<file path="config.mk">
export PLATFORM = sky130hd
export DESIGN_NAME = checksum_stream_ctrl_flat
export DESIGN_NICKNAME = d
export VERILOG_FILES = /design/src/rtl/checksum_stream_ctrl_if.sv /design/src/rtl/checksum_stream_ctrl.sv /design/src/flat_wrapper.sv
export SDC_FILE = /design/constraint.sdc
export NUM_CORES = 1
export LEC_CHECK = 0
export CAP_MARGIN = 30
export CORE_UTILIZATION = 43
export CTS_BUF_LIST = sky130_fd_sc_hd__clkbuf_8
export DETAILED_ROUTE_END_ITERATION = 16
export GPL_TIMING_DRIVEN = 1
export PLACE_DENSITY = 0.78
export SYNTH_ARGS = -nofsm -noshare
export SYNTH_HDL_FRONTEND = slang
export SYNTH_SLANG_ARGS = --single-unit
</file>
<file path="constraint.sdc">
create_clock -name clk -period 6.35 [get_ports clk]
set_clock_uncertainty 0.05 [all_clocks]
set_input_delay 1.905 -clock clk [delete_from_list [all_inputs] [get_ports clk]]
set_output_delay 1.905 -clock clk [all_outputs]
set_load 0.01 [all_outputs]
</file>
<file path="src/rtl/checksum_stream_ctrl_if.sv">
// Stream bundle for checksum_stream_ctrl: beat input (s_*), checksum result (m_*) and busy status.
// master = packet source / result consumer side, slave = checksum controller side.
interface checksum_stream_ctrl_if #(
  parameter int DATA_W = 64
);
  logic                s_valid;
  logic                s_ready;
  logic [DATA_W-1:0]   s_data;
  logic [DATA_W/8-1:0] s_keep;
  logic                s_last;
  logic [15:0]         seed;
  logic                m_valid;
  logic                m_ready;
  logic [15:0]         m_checksum;
  logic                busy;

  modport master (
    output s_valid, s_data, s_keep, s_last, seed, m_ready,
    input  s_ready, m_valid, m_checksum, busy
  );

  modport slave (
    input  s_valid, s_data, s_keep, s_last, seed, m_ready,
    output s_ready, m_valid, m_checksum, busy
  );
endinterface

</file>
<file path="src/rtl/checksum_stream_ctrl.sv">
// 16-bit one's-complement checksum over a keep-masked multi-beat stream, folded and complemented.
// Optional macro CKSUM_UDP_ZERO_EN: a computed 16'h0000 is emitted as 16'hFFFF (UDP rule).
module checksum_stream_ctrl #(
  parameter int DATA_W = 64
) (
  input  logic                          clk,
  input  logic                          rst,
  checksum_stream_ctrl_if.slave         bus
);

  localparam int N_BYTES = DATA_W / 8;
  localparam int N_WORDS = DATA_W / 16;
  localparam int SUM_W   = 16 + $clog2(N_WORDS);

  typedef enum logic [1:0] {
    IDLE = 2'd0,
    ACC  = 2'd1,
    FOLD = 2'd2,
    OUT  = 2'd3
  } state_t;

  state_t      state_q, state_d;
  logic [31:0] acc_q, acc_d;
  logic        s_ready_q, s_ready_d;
  logic        m_valid_q, m_valid_d;
  logic [15:0] m_checksum_q, m_checksum_d;
  logic        busy_q, busy_d;

  logic [DATA_W-1:0] masked_data;
  logic [SUM_W-1:0]  beat_sum;
  logic [31:0]       acc_base;
  logic [31:0]       acc_accum;
  logic [16:0]       fold_t;
  logic [15:0]       fold_sum;
  logic [15:0]       cksum;
  logic              beat_fire;

  assign beat_fire = bus.s_valid && s_ready_q;

  // Byte 0 on the wire sits in the top byte; its keep bit is the top keep bit.
  always_comb begin
    masked_data = '0;
    for (int i = 0; i < N_BYTES; i++) begin
      masked_data[DATA_W-1-8*i -: 8] = bus.s_data[DATA_W-1-8*i -: 8] & {8{bus.s_keep[N_BYTES-1-i]}};
    end
  end

  always_comb begin
    beat_sum = '0;
    for (int k = 0; k < N_WORDS; k++) begin
      beat_sum = beat_sum + SUM_W'(masked_data[DATA_W-1-16*k -: 16]);
    end
  end

  // The seed replaces the accumulator on the first beat, so no residue survives between packets.
  always_comb begin
    acc_base  = (state_q == IDLE) ? {16'h0000, bus.seed} : acc_q;
    acc_accum = {16'h0000, acc_base[15:0]} + {16'h0000, acc_base[31:16]} + 32'(beat_sum);
  end

  // One end-around fold suffices: the accumulator's upper half never exceeds a few bits.
  always_comb begin
    fold_t   = {1'b0, acc_q[15:0]} + {1'b0, acc_q[31:16]};
    fold_sum = fold_t[15:0] + {15'h0000, fold_t[16]};
`ifdef CKSUM_UDP_ZERO_EN
    cksum = (~fold_sum == 16'h0000) ? 16'hFFFF : ~fold_sum;
`else
    cksum = ~fold_sum;
`endif
  end

  always_comb begin
    state_d      = state_q;
    acc_d        = acc_q;
    m_checksum_d = m_checksum_q;
    case (state_q)
      IDLE: begin
        if (beat_fire) begin
          acc_d   = acc_accum;
          state_d = bus.s_last ? FOLD : ACC;
        end
      end
      ACC: begin
        if (beat_fire) begin
          acc_d = acc_accum;
          if (bus.s_last) begin
            state_d = FOLD;
          end
        end
      end
      FOLD: begin
        acc_d        = {16'h0000, fold_sum};
        m_checksum_d = cksum;
        state_d      = OUT;
      end
      OUT: begin
        if (bus.m_ready) begin
          state_d = IDLE;
        end
      end
      default: begin
        state_d = IDLE;
      end
    endcase
    s_ready_d = (state_d == IDLE) || (state_d == ACC);
    m_valid_d = (state_d == OUT);
    busy_d    = (state_d != IDLE);
  end

  always_ff @(posedge clk or posedge rst) begin
    if (rst) begin
      state_q      <= IDLE;
      acc_q        <= 32'h0000_0000;
      s_ready_q    <= 1'b1;
      m_valid_q    <= 1'b0;
      m_checksum_q <= 16'h0000;
      busy_q       <= 1'b0;
    end else begin
      state_q      <= state_d;
      acc_q        <= acc_d;
      s_ready_q    <= s_ready_d;
      m_valid_q    <= m_valid_d;
      m_checksum_q <= m_checksum_d;
      busy_q       <= busy_d;
    end
  end

  assign bus.s_ready    = s_ready_q;
  assign bus.m_valid    = m_valid_q;
  assign bus.m_checksum = m_checksum_q;
  assign bus.busy       = busy_q;

endmodule

</file>
<file path="src/flat_wrapper.sv">
// flat-port wrapper written by rule: the top's interface ports become plain ports
module checksum_stream_ctrl_flat 
#(
  parameter int DATA_W = 64
)
  (clk, rst, bus_s_valid, bus_s_data, bus_s_keep, bus_s_last, bus_seed, bus_m_ready, bus_s_ready, bus_m_valid, bus_m_checksum, bus_busy);
  checksum_stream_ctrl_if #(.DATA_W(DATA_W)) bus_i ();
  input  logic clk;
  input  logic rst;
  input wire logic [$bits(bus_i.s_valid)-1:0] bus_s_valid;
  input wire logic [$bits(bus_i.s_data)-1:0] bus_s_data;
  input wire logic [$bits(bus_i.s_keep)-1:0] bus_s_keep;
  input wire logic [$bits(bus_i.s_last)-1:0] bus_s_last;
  input wire logic [$bits(bus_i.seed)-1:0] bus_seed;
  input wire logic [$bits(bus_i.m_ready)-1:0] bus_m_ready;
  output wire logic [$bits(bus_i.s_ready)-1:0] bus_s_ready;
  output wire logic [$bits(bus_i.m_valid)-1:0] bus_m_valid;
  output wire logic [$bits(bus_i.m_checksum)-1:0] bus_m_checksum;
  output wire logic [$bits(bus_i.busy)-1:0] bus_busy;
  assign bus_i.s_valid = bus_s_valid;
  assign bus_i.s_data = bus_s_data;
  assign bus_i.s_keep = bus_s_keep;
  assign bus_i.s_last = bus_s_last;
  assign bus_i.seed = bus_seed;
  assign bus_i.m_ready = bus_m_ready;
  assign bus_s_ready = bus_i.s_ready;
  assign bus_m_valid = bus_i.m_valid;
  assign bus_m_checksum = bus_i.m_checksum;
  assign bus_busy = bus_i.busy;
  checksum_stream_ctrl #(.DATA_W(DATA_W)) u_core (.clk(clk), .rst(rst), .bus(bus_i));
endmodule
</file>
-- Yosys cells after proc, flatten, opt, wreduce, memory -nomap -nowiden
Cells that the tools add are included.
- flip-flop bits (word level): 53
- latch bits: 0
- bits in writable memories: 0
- ROM bits: 0
- bits of input ports: 93
- output and inout bits: 19
- logic and storage cells: 45
- memories kept: 0
- add/sub/neg operators: 7
- $mul: 0
- divide/modulo/power cells: 0
- order comparisons: 0
- equality and inequality tests: 6
- shifts and indexed selects: 0
- multiplexer cells: 9
- bitwise gates (word level): 9
- reductions and logical operators: 8
- operators with widths (operator ; number):
    $and A8 B8 Y8 ; 8
    $mux W32 ; 2
    $pmux W32 S2 ; 1
    $add A16 B16 Y17 ; 3
    $add A18 B16 Y18 ; 2
    $add A32 B18 Y32 ; 1
    $add A16 B1 Y16 ; 1
    $not A16 Y16 ; 1
    $mux W2 ; 5
    $pmux W2 S4 ; 1
    $eq A2 B2 Y1 const B ; 3
    $eq A2 B1 Y1 const B ; 2
    $logic_not A2 Y1 ; 2
    $reduce_bool A2 Y1 ; 2
    $ne A2 B1 Y1 const B ; 1
    $reduce_and A2 Y1 ; 1
    $reduce_or A2 Y1 ; 1
    $logic_and A1 B1 Y1 ; 1
    $logic_or A1 B1 Y1 ; 1

-- Depth between registers and ports, before layout
Gate-level depths: netlist of the first run.
- word-level depth: 7
- depth in mapped cells: 28
- depth with buffers taken out: 28

-- Least setup slack after synthesis of the first run
Ideal clock, no wire load.
- path type: input -> register
- start point: in bus_s_data[32]
- end point: reg u_core.acc_q[15]
- setup time: 121 ps
- data arrival time: 6837 ps
- data required time: 6179 ps
- slack: -658 ps
- stages: 28
- buffers on the path: 0
- cell sequence: and2_1 -> ha_1 -> inv_1 -> fa_1 -> nor2b_1 -> o21a_1 -> o21ai_0 -> nand2b_1 -> a21oi_1 -> xor2_1 -> fa_1 -> inv_1 -> ha_1 -> nor2b_1 -> a311oi_1 -> a22oi_1 -> a21o_1 -> a21oi_1 -> xnor2_1 -> ha_1 -> and2_1 -> a2111oi_0 -> nand2b_1 -> o21ai_1 -> o21ai_0 -> xor2_1 -> a22oi_1 -> nand2_1
- cells in the longest elaborated chain, start to end: 7
- RTL lines (item ; line ; text):
    start, declared ; flat_wrapper.sv:11 ; input wire logic [$bits(bus_i.s_data)-1:0] bus_s_data;
    $and A8 B8 Y8 ; checksum_stream_ctrl.sv:44 ; masked_data[DATA_W-1-8*i -: 8] = bus.s_data[DATA_W-1-8*i -: 8] & {8{bus.s_keep[N_BYTES-1-i]}};
    $add A16 B16 Y17 ; checksum_stream_ctrl.sv:51 ; beat_sum = beat_sum + SUM_W'(masked_data[DATA_W-1-16*k -: 16]);
    $add A18 B16 Y18 (2 in series) ; checksum_stream_ctrl.sv:51 ;
    $add A32 B18 Y32 ; checksum_stream_ctrl.sv:58 ; acc_accum = {16'h0000, acc_base[15:0]} + {16'h0000, acc_base[31:16]} + 32'(beat_sum);
    $mux W32 ; checksum_stream_ctrl.sv:78, checksum_stream_ctrl.sv:84 ;
    $pmux W32 S2 ; checksum_stream_ctrl.sv:76 ; case (state_q)
    end signal, assigned ; checksum_stream_ctrl.sv:113 ; acc_q <= 32'h0000_0000;
    end signal, assigned ; checksum_stream_ctrl.sv:120 ; acc_q <= acc_d;
    end, declared ; checksum_stream_ctrl.sv:23 ; logic [31:0] acc_q, acc_d;
No other way between the ends. The select of a mux whose other input is x is not followed.
A chain may end at the register's enable or synchronous reset.

-- Worst setup path in the final report of the first run
- start point: in bus_s_data[52]
- end point: reg u_core.acc_q[13]
The elaborated chain is that of the path after synthesis.

==> results of run 1 <==
-- critical path, delay by kind of cell --
family,cells,cell delay [ns]
compound gates,9,1.60
fa+ha+maj,4,1.32
buf+inv,5,0.94
simple gates,4,0.50
xor+xnor,3,0.41
-- power by group through the flow --
stage	Clock (mW)	Sequential [mW]	Combinational, mW
6_report	0.167	0.537	3.04
2_1_floorplan	0	0.466	1.78
4_1_cts	0.171	0.532	2.72
3_5_place_dp	0	0.537	2.57
5_1_grt	0.186	0.555	3.33
3_3_place_gp	0	0.533	2.51
-- cell families after synthesis --
logic type      after synthesis  synth area share
mux                          15            0.0264
simple gates                277             0.232
compound gates              184             0.213
flops                        40             0.172
buf+inv                      77            0.0546
xor+xnor                     71             0.107
fa+ha+maj                    78             0.195
-- layout by cell type, fill, tap and decap left out, drive strengths merged, types with 5 or more instances in the layout --
cell,n
buf,116
clkdlybuf4s50,97
nand2,93
nor2,58
ha,57
inv,52
o21ai,48
a21oi,42
xor2,40
dfrtp,39
and2,33
xnor2,31
nor3,24
fa,21
nand3,19
o21a,15
a21o,13
a31oi,13
mux2i,12
nor2b,11
a211oi,9
or2,8
clkbuf,8
nand2b,7
dlygate4sd2,6
and3,6
a311oi,5
o31ai,5
-- registers in the layout, indices dropped and copies added (netlist names) --
name / cells
u_core.acc_q: 19
u_core.bus.m_checksum: 16
u_core.state_q: 2
u_core.bus.busy: 1
u_core.bus.m_valid: 1
u_core.bus.s_ready: 1
-- repair_timing --
item	CTS	global route
resized for setup	101	50
setup endpoints to repair	11	10
setup buffers	15	8
pin swaps	88	67
-- per-stage QoR --
step | hold slack, ns | total power [mW] | setup TNS (ns) | std cells
5_1_grt | 0.453 | 4.07 | -2.10 | 1122
6_report | 0.423 | 3.75 | -0.748 | 1122
3_5_place_dp | 0.414 | 3.11 | -9.47 | 1092
4_1_cts | 0.430 | 3.43 | -0.523 | 1115
2_1_floorplan | 0.418 | 2.24 | -0.154 | 742
3_3_place_gp | 0.400 | 3.04 | -8.01 | 1091
-- final cells by class --
type,count,share of cell area
Tap cell,176,0.0256
Clock buffer,6,0.00961
Timing Repair Buffer,223,0.230
Clock inverter,2,0.000873
Inverter,50,0.0218
Multi-Input combinational cell,625,0.595
Sequential cell,40,0.117
-- worst max path at each step --
stage | from | end | slack (ns)
floorplan | bus_s_data[32] | u_core.acc_q[17] | -0.08
global placement | bus_s_keep[6] | u_core.acc_q[17] | -0.89
detailed placement | bus_s_keep[6] | u_core.acc_q[16] | -1.04
CTS | bus_s_keep[6] | u_core.acc_q[13] | -0.13
global route | bus_s_data[50] | u_core.acc_q[13] | -0.38
finish | bus_s_data[52] | u_core.acc_q[13] | -0.19
-- metal layers --
| layer | wire length [um] | up-vias | GRT usage |
|---|---|---|---|
| met1 | 6750 | 2738 | 0.278 |
| met5 | 0 | - | 0 |
| li1 | - | 3000 | - |
| met4 | 473 | 0 | 0.0807 |
| met2 | 7980 | 189 | 0.400 |
| met3 | 588 | 29 | 0.0169 |
==> flow_metrics.env, run 1 <==
export IMPL_fillCellCount=1097
export IMPL_critPathSlowestCell="fa_1"
export IMPL_p_switching_mw=1.76
export IMPL_sequentialPowerShare=0.143
export IMPL_ant_nets=0
export IMPL_synth_avg_cell_area_um2=7.85
export IMPL_crit_top_cell="buf_4"
export IMPL_r2r_cells=20
export IMPL_dieArea_mm2=0.0140
export IMPL_yosysTopAreaCell="dfrtp_1"
export IMPL_r2r_end="u_core.acc_q[13]"
export IMPL_worst_pin_slew_ns=0.657
export IMPL_ys_warn_count=0
export IMPL_final_nets=1116
export IMPL_clk_path_buf_depth=2
export IMPL_rows=42
export IMPL_wl_per_cell_um=14.1
export IMPL_fin_ws_ns=-0.193
export IMPL_leakagePower_nw=3.80
export IMPL_hold_viol=0
export IMPL_area_growth_pct=47.6
export IMPL_p_per_area_mw_per_mm2=436
export IMPL_multi_input_comb_area_mm2=0.00511
export IMPL_slew_headroom=0.560
export IMPL_hp_class="flip-flop to flip-flop"
export IMPL_fmax_mhz=153
export IMPL_cp_max_fo=3
export IMPL_hold_path_endpoint="u_core.bus.m_checksum[7]"
export IMPL_yosysMostFrequentCell="nand2_1"
export IMPL_regArea_mm2=0.00100
export IMPL_cp_arrival_ns=6.68
export IMPL_cp_required_ns=6.49
export IMPL_crit_type="primary input to flip-flop"
export IMPL_timing_rr_start="u_core.state_q[1]"
export IMPL_synth_edf_count=0
export IMPL_htreeDepth=2
export IMPL_antenna_found_initial=0
export IMPL_synthArstFlopShare=1.00
export IMPL_critPathMaxStageDelay_ns=0.49
export IMPL_io_pins=112
export IMPL_drive_gt1_frac=0.271
export IMPL_n_antenna_cell=0
export IMPL_min_path_cells=2
export IMPL_p_int_mw=1.99
export IMPL_clock_sinks=40
export IMPL_ff2ff_setup_slack_ns=1.55
export IMPL_grtUsageTotal=0.223
export IMPL_synth_seq_cells=40
export IMPL_cts_hold_buf=0
export IMPL_cts_buffers=5
export IMPL_syn_area_mm2=0.00582
export IMPL_dp_slack_ns=-1.04
export IMPL_io_buffer_count=111
export IMPL_drt_total_wl_mm=15.8
export IMPL_ys_seq_area_frac=0.172
export IMPL_power_frac_clock=0.045
export IMPL_syn_inst=742
export IMPL_clock_root_buffer="clkbuf_8"
export IMPL_netSwitchingFraction=0.470
export IMPL_place_congestion=0.900
export IMPL_firstDrtPassIters=5
export IMPL_die_h_um=118
export IMPL_vias=5956
export IMPL_place_area_mm2=0.00783
export IMPL_rsz0062_at_grt="true"
export IMPL_drc=0
export IMPL_cts_clk_slew_worst_paths_ns=0.07
export IMPL_ir_worst_vdd_uv=156
export IMPL_die_w_um=118
export IMPL_clkLatencyLatePin_ns=0.29
export IMPL_holdCritStartpoint="u_core.bus.m_checksum[7]"
export IMPL_cts_tree="built"
export IMPL_synth_top_area_frac=0.168
export IMPL_cp_start_kind="primary input"
export IMPL_grt_pass1_wl_mm=25.9
export IMPL_violations="setup timing"
export IMPL_grt_max_degree=41
export IMPL_slew_violations=0
export IMPL_grt_pass1_vias=5777
export IMPL_synthTopCellsByCount="nand2_1, ha_1, nor2_1, inv_1, o21ai_0"
export IMPL_hpwl_mm=12.1
export IMPL_status="finished, violations left"
export IMPL_start_util=0.440
export IMPL_yosys_cell_types_count=68
export IMPL_setup_viol=5
export IMPL_fin_area_mm2=0.00859
export IMPL_post_route_min_period_ns=6.54
export IMPL_yosys_most_used_dff="dfrtp_1"
export IMPL_pwr_share_comb=0.812
export IMPL_utilization=0.649
export IMPL_synth_net_count=913
export IMPL_cap_violations=0
export IMPL_grt_overflow=0
export IMPL_worst_setup_path_end_kind="flip-flop"
export IMPL_period_share=1.03
export IMPL_core_area_mm2=0.0132
export IMPL_yosys_top_cells_area="dfrtp_1, ha_1, fa_1"
export IMPL_drt_iter0_drc=221
export IMPL_viasPerCell=5.31
No activity file was read; power rests on OpenSTA's default activity.
==> inputs of run 2 (changes only) <==
--- a/config.mk
+++ b/config.mk
@@ -11,6 +11,7 @@
 export DETAILED_ROUTE_END_ITERATION = 16
 export GPL_TIMING_DRIVEN = 1
 export PLACE_DENSITY = 0.78
+export SETUP_SLACK_MARGIN = 0.3
 export SYNTH_ARGS = -nofsm -noshare
 export SYNTH_HDL_FRONTEND = slang
 export SYNTH_SLANG_ARGS = --single-unit
==> flow_metrics.env, run 2 (synthesized netlist as in run 1, its figures left out) <==
export IMPL_status="finished, violations left"
export IMPL_violations="setup timing"
export IMPL_final_cell_mix="buf_4, clkdlybuf4s50_1, nand2_1"
export IMPL_final_cells=1131
export IMPL_fillCellCount=1088
export IMPL_ir_worst_vdd_uv=158
export IMPL_fin_ws_ns=-0.117
export IMPL_cap_violations=0
export IMPL_grt_pass1_vias=5906
export IMPL_dieArea_mm2=0.0140
export IMPL_regArea_mm2=0.00100
export IMPL_drive_gt1_frac=0.264
export IMPL_p_per_area_mw_per_mm2=434
export IMPL_io_buffer_count=111
export IMPL_utilization=0.650
export IMPL_grt_overflow=0
export IMPL_tns_ns=-0.487
export IMPL_fmax_mhz=155
export IMPL_place_congestion=0.905
export IMPL_cp_max_fo=6
export IMPL_dp_slack_ns=-0.982
export IMPL_drt_iter0_drc=243
export IMPL_cts_hold_buf=0
export IMPL_dp_cells=1103
export IMPL_cp_required_ns=6.47
export IMPL_grt_pass1_wl_mm=25.8
export IMPL_worst_pin_slew_ns=0.608
export IMPL_vias=6072
export IMPL_n_antenna_cell=0
export IMPL_grtUsageTotal=0.221
export IMPL_drc=0
export IMPL_final_common_cell="buf_4"
export IMPL_cp_arrival_ns=6.59
export IMPL_cts_clk_slew_worst_paths_ns=0.08
export IMPL_clock_root_buffer="clkbuf_8"
export IMPL_post_route_min_period_ns=6.47
export IMPL_fin_area_mm2=0.00860
export IMPL_crit_type="primary input to flip-flop"
export IMPL_die_w_um=118
export IMPL_multi_input_comb_area_mm2=0.00501
export IMPL_slew_violations=0
export IMPL_clock_sinks=40
export IMPL_setup_viol=6
export IMPL_clk_path_buf_depth=2
export IMPL_largest_reg_flops=19
export IMPL_rows=42
export IMPL_drt_total_wl_mm=16.1
export IMPL_worst_setup_path_end_kind="flip-flop"
export IMPL_cts_tree="built"
export IMPL_core_area_mm2=0.0132
export IMPL_ant_nets=0
export IMPL_start_util=0.440
export IMPL_cp_start_kind="primary input"
export IMPL_io_pins=112
export IMPL_final_nets=1125
export IMPL_hp_class="flip-flop to flip-flop"
export IMPL_rsz0062_at_grt="true"
export IMPL_clkLatencyLatePin_ns=0.30
export IMPL_hpwl_mm=12.3
export IMPL_max_flop_register="u_core.acc_q"
export IMPL_place_area_mm2=0.00797
export IMPL_total_power_mw=3.74
export IMPL_leakagePower_nw=3.83
export IMPL_slew_headroom=0.593
export IMPL_antenna_found_initial=0
export IMPL_area_growth_pct=47.7
export IMPL_die_h_um=118
export IMPL_hold_viol=0
export IMPL_hold_ws_ns=0.424
export IMPL_grt_max_degree=41
export IMPL_wl_per_cell_um=14.2
export IMPL_cts_buffers=5
export IMPL_period_share=1.02
export IMPL_firstDrtPassIters=5
export IMPL_htreeDepth=2
export IMPL_viasPerCell=5.37
[run 2: what timing repair did]
action | in CTS | in global routing
endpoints found under the setup margin | 11 | 12
pin swaps | 80 | 51
gates cloned | 0 | 0
setup buffers | 15 | 5
resized for setup | 81 | 34
endpoints found under the hold margin | 0 | 0
[run 2: report_power, final]
| group | leakage, nW | switching (mW) | internal (mW) |
|---|---|---|---|
| logic | 3.29 | 1.47 | 1.51 |
| clock network | 0.0645 | 0.0845 | 0.139 |
| registers | 0.473 | 0.163 | 0.372 |
| total | 3.83 | 1.71 | 2.02 |
[run 2: layer usage]
| metal | track usage | vias up | routed length (um) |
|---|---|---|---|
| met5 | 0 | - | 0 |
| li1 | - | 3019 | - |
| met3 | 0.0193 | 24 | 650 |
| met1 | 0.263 | 2828 | 6850 |
| met4 | 0.0807 | 0 | 376 |
| met2 | 0.411 | 201 | 8180 |
[run 2: layout make-up]
type,count,share of cell area
multi-input cells,625,0.583
repair buffers,232,0.239
flip-flops and latches,40,0.116
well taps,176,0.0256
inverters,50,0.0218
clock buffers,7,0.0112
clock inverters,1,0.00349
[run 2: worst max-delay path, cell delays in order]
cell       delay (ns)
buf_8            0.10
buf_4            0.14
and2_4           0.16
ha_4             0.22
nor2b_2          0.14
o21a_1           0.19
o21ai_2          0.19
a21oi_2          0.09
buf_4            0.15
a21oi_2          0.16
xor2_1           0.10
fa_1             0.49
inv_2            0.05
ha_4             0.27
nand2_2          0.05
a21boi_2         0.19
a31oi_4          0.06
buf_4            0.16
a2111oi_4        0.33
o21a_1           0.16
nor2_1           0.05
xnor2_1          0.12
ha_1             0.32
a21oi_2          0.22
o21ai_1          0.11
nor3_2           0.18
xor2_1           0.18
o21ai_1          0.08
[run 2: path summary, 6_finish.rpt]
check,cells after the start,slack [ns],from,end
worst max-delay path,28,-0.12,bus_s_keep[4],u_core.acc_q[17]
worst min-delay path,1,0.42,u_core.bus.m_checksum[0],u_core.bus.m_checksum[0]
worst max register to register,19,1.85,u_core.state_q[1],u_core.acc_q[17]
worst min register to register,1,0.42,u_core.bus.m_checksum[0],u_core.bus.m_checksum[0]
max in group asynchronous,3,3.93,rst,u_core.bus.s_ready
min in group asynchronous,3,1.97,rst,u_core.state_q[1]
==> inputs of run 3 (changes only) <==
--- a/config.mk
+++ b/config.mk
@@ -5,7 +5,6 @@
 export SDC_FILE = /design/constraint.sdc
 export NUM_CORES = 1
 export LEC_CHECK = 0
-export CAP_MARGIN = 30
 export CORE_UTILIZATION = 43
 export CTS_BUF_LIST = sky130_fd_sc_hd__clkbuf_8
 export DETAILED_ROUTE_END_ITERATION = 16
==> flow_metrics.env, run 3 (synthesized netlist as in run 1, its figures left out) <==
export IMPL_hold_ws_ns=0.426
export IMPL_min_path_cells=2
export IMPL_final_common_cell="buf_4"
export IMPL_htreeDepth=2
export IMPL_clkLatencyLatePin_ns=0.30
export IMPL_n_antenna_cell=0
export IMPL_max_flop_register="u_core.acc_q"
export IMPL_r2r_cells=19
export IMPL_fin_ws_ns=-0.166
export IMPL_viasPerCell=5.44
export IMPL_drc=0
export IMPL_fmax_mhz=153
export IMPL_largest_reg_flops=19
export IMPL_total_power_mw=4.07
export IMPL_worst_pin_slew_ns=1.06
export IMPL_timing_rr_start="u_core.state_q[1]"
export IMPL_crit_buf_inv=4
export IMPL_met2WireLength_mm=8.75
export IMPL_critPathMaxStageDelay_ns=0.53
export IMPL_hp_class="flip-flop to flip-flop"
export IMPL_drive_gt1_frac=0.296
export IMPL_wl_met1_mm=6.98
export IMPL_cts_clk_slew_worst_paths_ns=0.08
export IMPL_cp_max_fo=3
export IMPL_period_share=1.03
export IMPL_cts_buffers=5
export IMPL_start_util=0.440
export IMPL_area_growth_pct=51.7
export IMPL_worst_setup_path_end_kind="flip-flop"
export IMPL_holdCritStartpoint="u_core.bus.m_checksum[11]"
export IMPL_r2r_end="u_core.acc_q[17]"
export IMPL_cp_required_ns=6.48
export IMPL_status="finished, violations left"
export IMPL_power_frac_clock=0.056
export IMPL_grt_pass1_wl_mm=26.5
export IMPL_post_route_min_period_ns=6.52
export IMPL_cts_tree="built"
export IMPL_critPathSlowestCell="fa_1"
export IMPL_setup_viol=6
export IMPL_firstDrtPassIters=6
export IMPL_p_per_area_mw_per_mm2=460
export IMPL_core_area_mm2=0.0132
export IMPL_sequentialPowerShare=0.132
export IMPL_pwr_share_comb=0.812
export IMPL_antenna_found_initial=0
export IMPL_p_switching_mw=1.89
export IMPL_slew_headroom=0.290
export IMPL_die_w_um=118
export IMPL_utilization=0.667
export IMPL_drt_total_wl_mm=16.9
export IMPL_cp_start_kind="primary input"
export IMPL_rows=42
export IMPL_place_congestion=0.905
export IMPL_clk_path_buf_depth=2
export IMPL_ir_worst_vdd_uv=208
export IMPL_vias=6164
export IMPL_grt_pass1_vias=5926
export IMPL_slew_violations=0
export IMPL_dieArea_mm2=0.0140
export IMPL_final_nets=1128
export IMPL_drt_iter0_drc=314
export IMPL_clock_sinks=40
export IMPL_clock_root_buffer="clkbuf_8"
export IMPL_netSwitchingFraction=0.465
export IMPL_grt_overflow=0
export IMPL_cp_arrival_ns=6.64
export IMPL_hold_path_endpoint="u_core.bus.m_checksum[11]"
export IMPL_violations="setup timing"
export IMPL_crit_type="primary input to flip-flop"
export IMPL_leakagePower_nw=3.89
export IMPL_cap_violations=0
export IMPL_grtUsageTotal=0.229
export IMPL_io_buffer_count=111
export IMPL_final_cell_mix="buf_4, clkdlybuf4s50_1, nand2_1"
export IMPL_ff2ff_setup_slack_ns=1.76
export IMPL_io_pins=112
export IMPL_fillCellCount=1044
export IMPL_rsz0062_at_grt="true"
export IMPL_cp_top_family="adder cells"
export IMPL_ant_nets=0
export IMPL_maxUsedRoutingLayer="met4"
export IMPL_p_int_mw=2.17
export IMPL_die_h_um=118
export IMPL_grt_max_degree=41
export IMPL_cts_hold_buf=0
export IMPL_dr_wl_met3_um=743
export IMPL_wl_per_cell_um=14.9
export IMPL_hold_viol=0
export IMPL_hpwl_mm=12.3
## run 3: cell count changes in the layout (fill, tap and decap cells not counted), moves of 3 or more
cell     change
buf_6        +7
a21oi_1      -5
inv_1        -5
buf_4        -4
inv_2        +4
a21oi_2      +3
ha_4         +3
nor2_1       -3
nor2_2       +3
nor3_2       +3
## run 3: metrics by stage
step | TNS [ns] | instances | instance area [um2] | setup slack (ns)
2_1_floorplan | -0.0910 | 742 | 5990 | -0.0574
3_3_place_gp | -7.11 | 1102 | 7950 | -0.856
3_5_place_dp | -8.19 | 1102 | 7950 | -0.965
4_1_cts | -0.214 | 1128 | 8530 | -0.0729
5_1_grt | -2.38 | 1134 | 8830 | -0.386
6_report | -0.728 | 1134 | 8830 | -0.166
## run 3: layout make-up
cell class / count / area [um2] / share of cell area
tap: 176 / 220 / 0.0249
inverter: 50 / 190 / 0.0215
timing repair buffer: 235 / 2090 / 0.237
sequential: 40 / 1000 / 0.113
multi-input combinational: 625 / 5210 / 0.589
clock buffer: 7 / 96.3 / 0.0109
clock inverter: 1 / 30.0 / 0.00340
## run 3: worst min-delay path, stage by stage, from the launching register on
cell and delay (ns):
dfrtp_1 0.35, nand2_1 0.05, nand2_1 0.05
## run 3: repair_timing
item                                    in CTS  in global routing
pin swaps                                   83                 31
resized for setup                          106                 56
gates cloned                                 0                  0
buffers inserted                            18                  6
endpoints found under the setup margin      11                 11
## run 3: how the worst max path moves through the flow
stage	start	depth (start not counted)	slack, ns	end
detailed placement	bus_s_keep[4]	27	-0.97	u_core.acc_q[17]
global placement	bus_s_keep[4]	27	-0.86	u_core.acc_q[15]
floorplan	bus_s_data[32]	26	-0.06	u_core.acc_q[17]
finish	bus_s_keep[6]	26	-0.17	u_core.acc_q[16]
CTS	bus_s_data[49]	25	-0.07	u_core.acc_q[16]
global route	bus_s_keep[6]	28	-0.39	u_core.acc_q[17]
## run 3: power by group through the flow
stage	Clock (mW)	Combinational [mW]	Sequential, mW
4_1_cts	0.228	2.93	0.532
2_1_floorplan	0	1.80	0.466
5_1_grt	0.240	3.57	0.553
6_report	0.226	3.30	0.538
3_3_place_gp	0	2.55	0.532
3_5_place_dp	0	2.62	0.537
## run 3: routing by layer
layer	GRT usage	up-vias
li1	-	3022
met1	0.274	2899
met2	0.426	206
met3	0.0203	37
met4	0.0799	0
met5	0	-
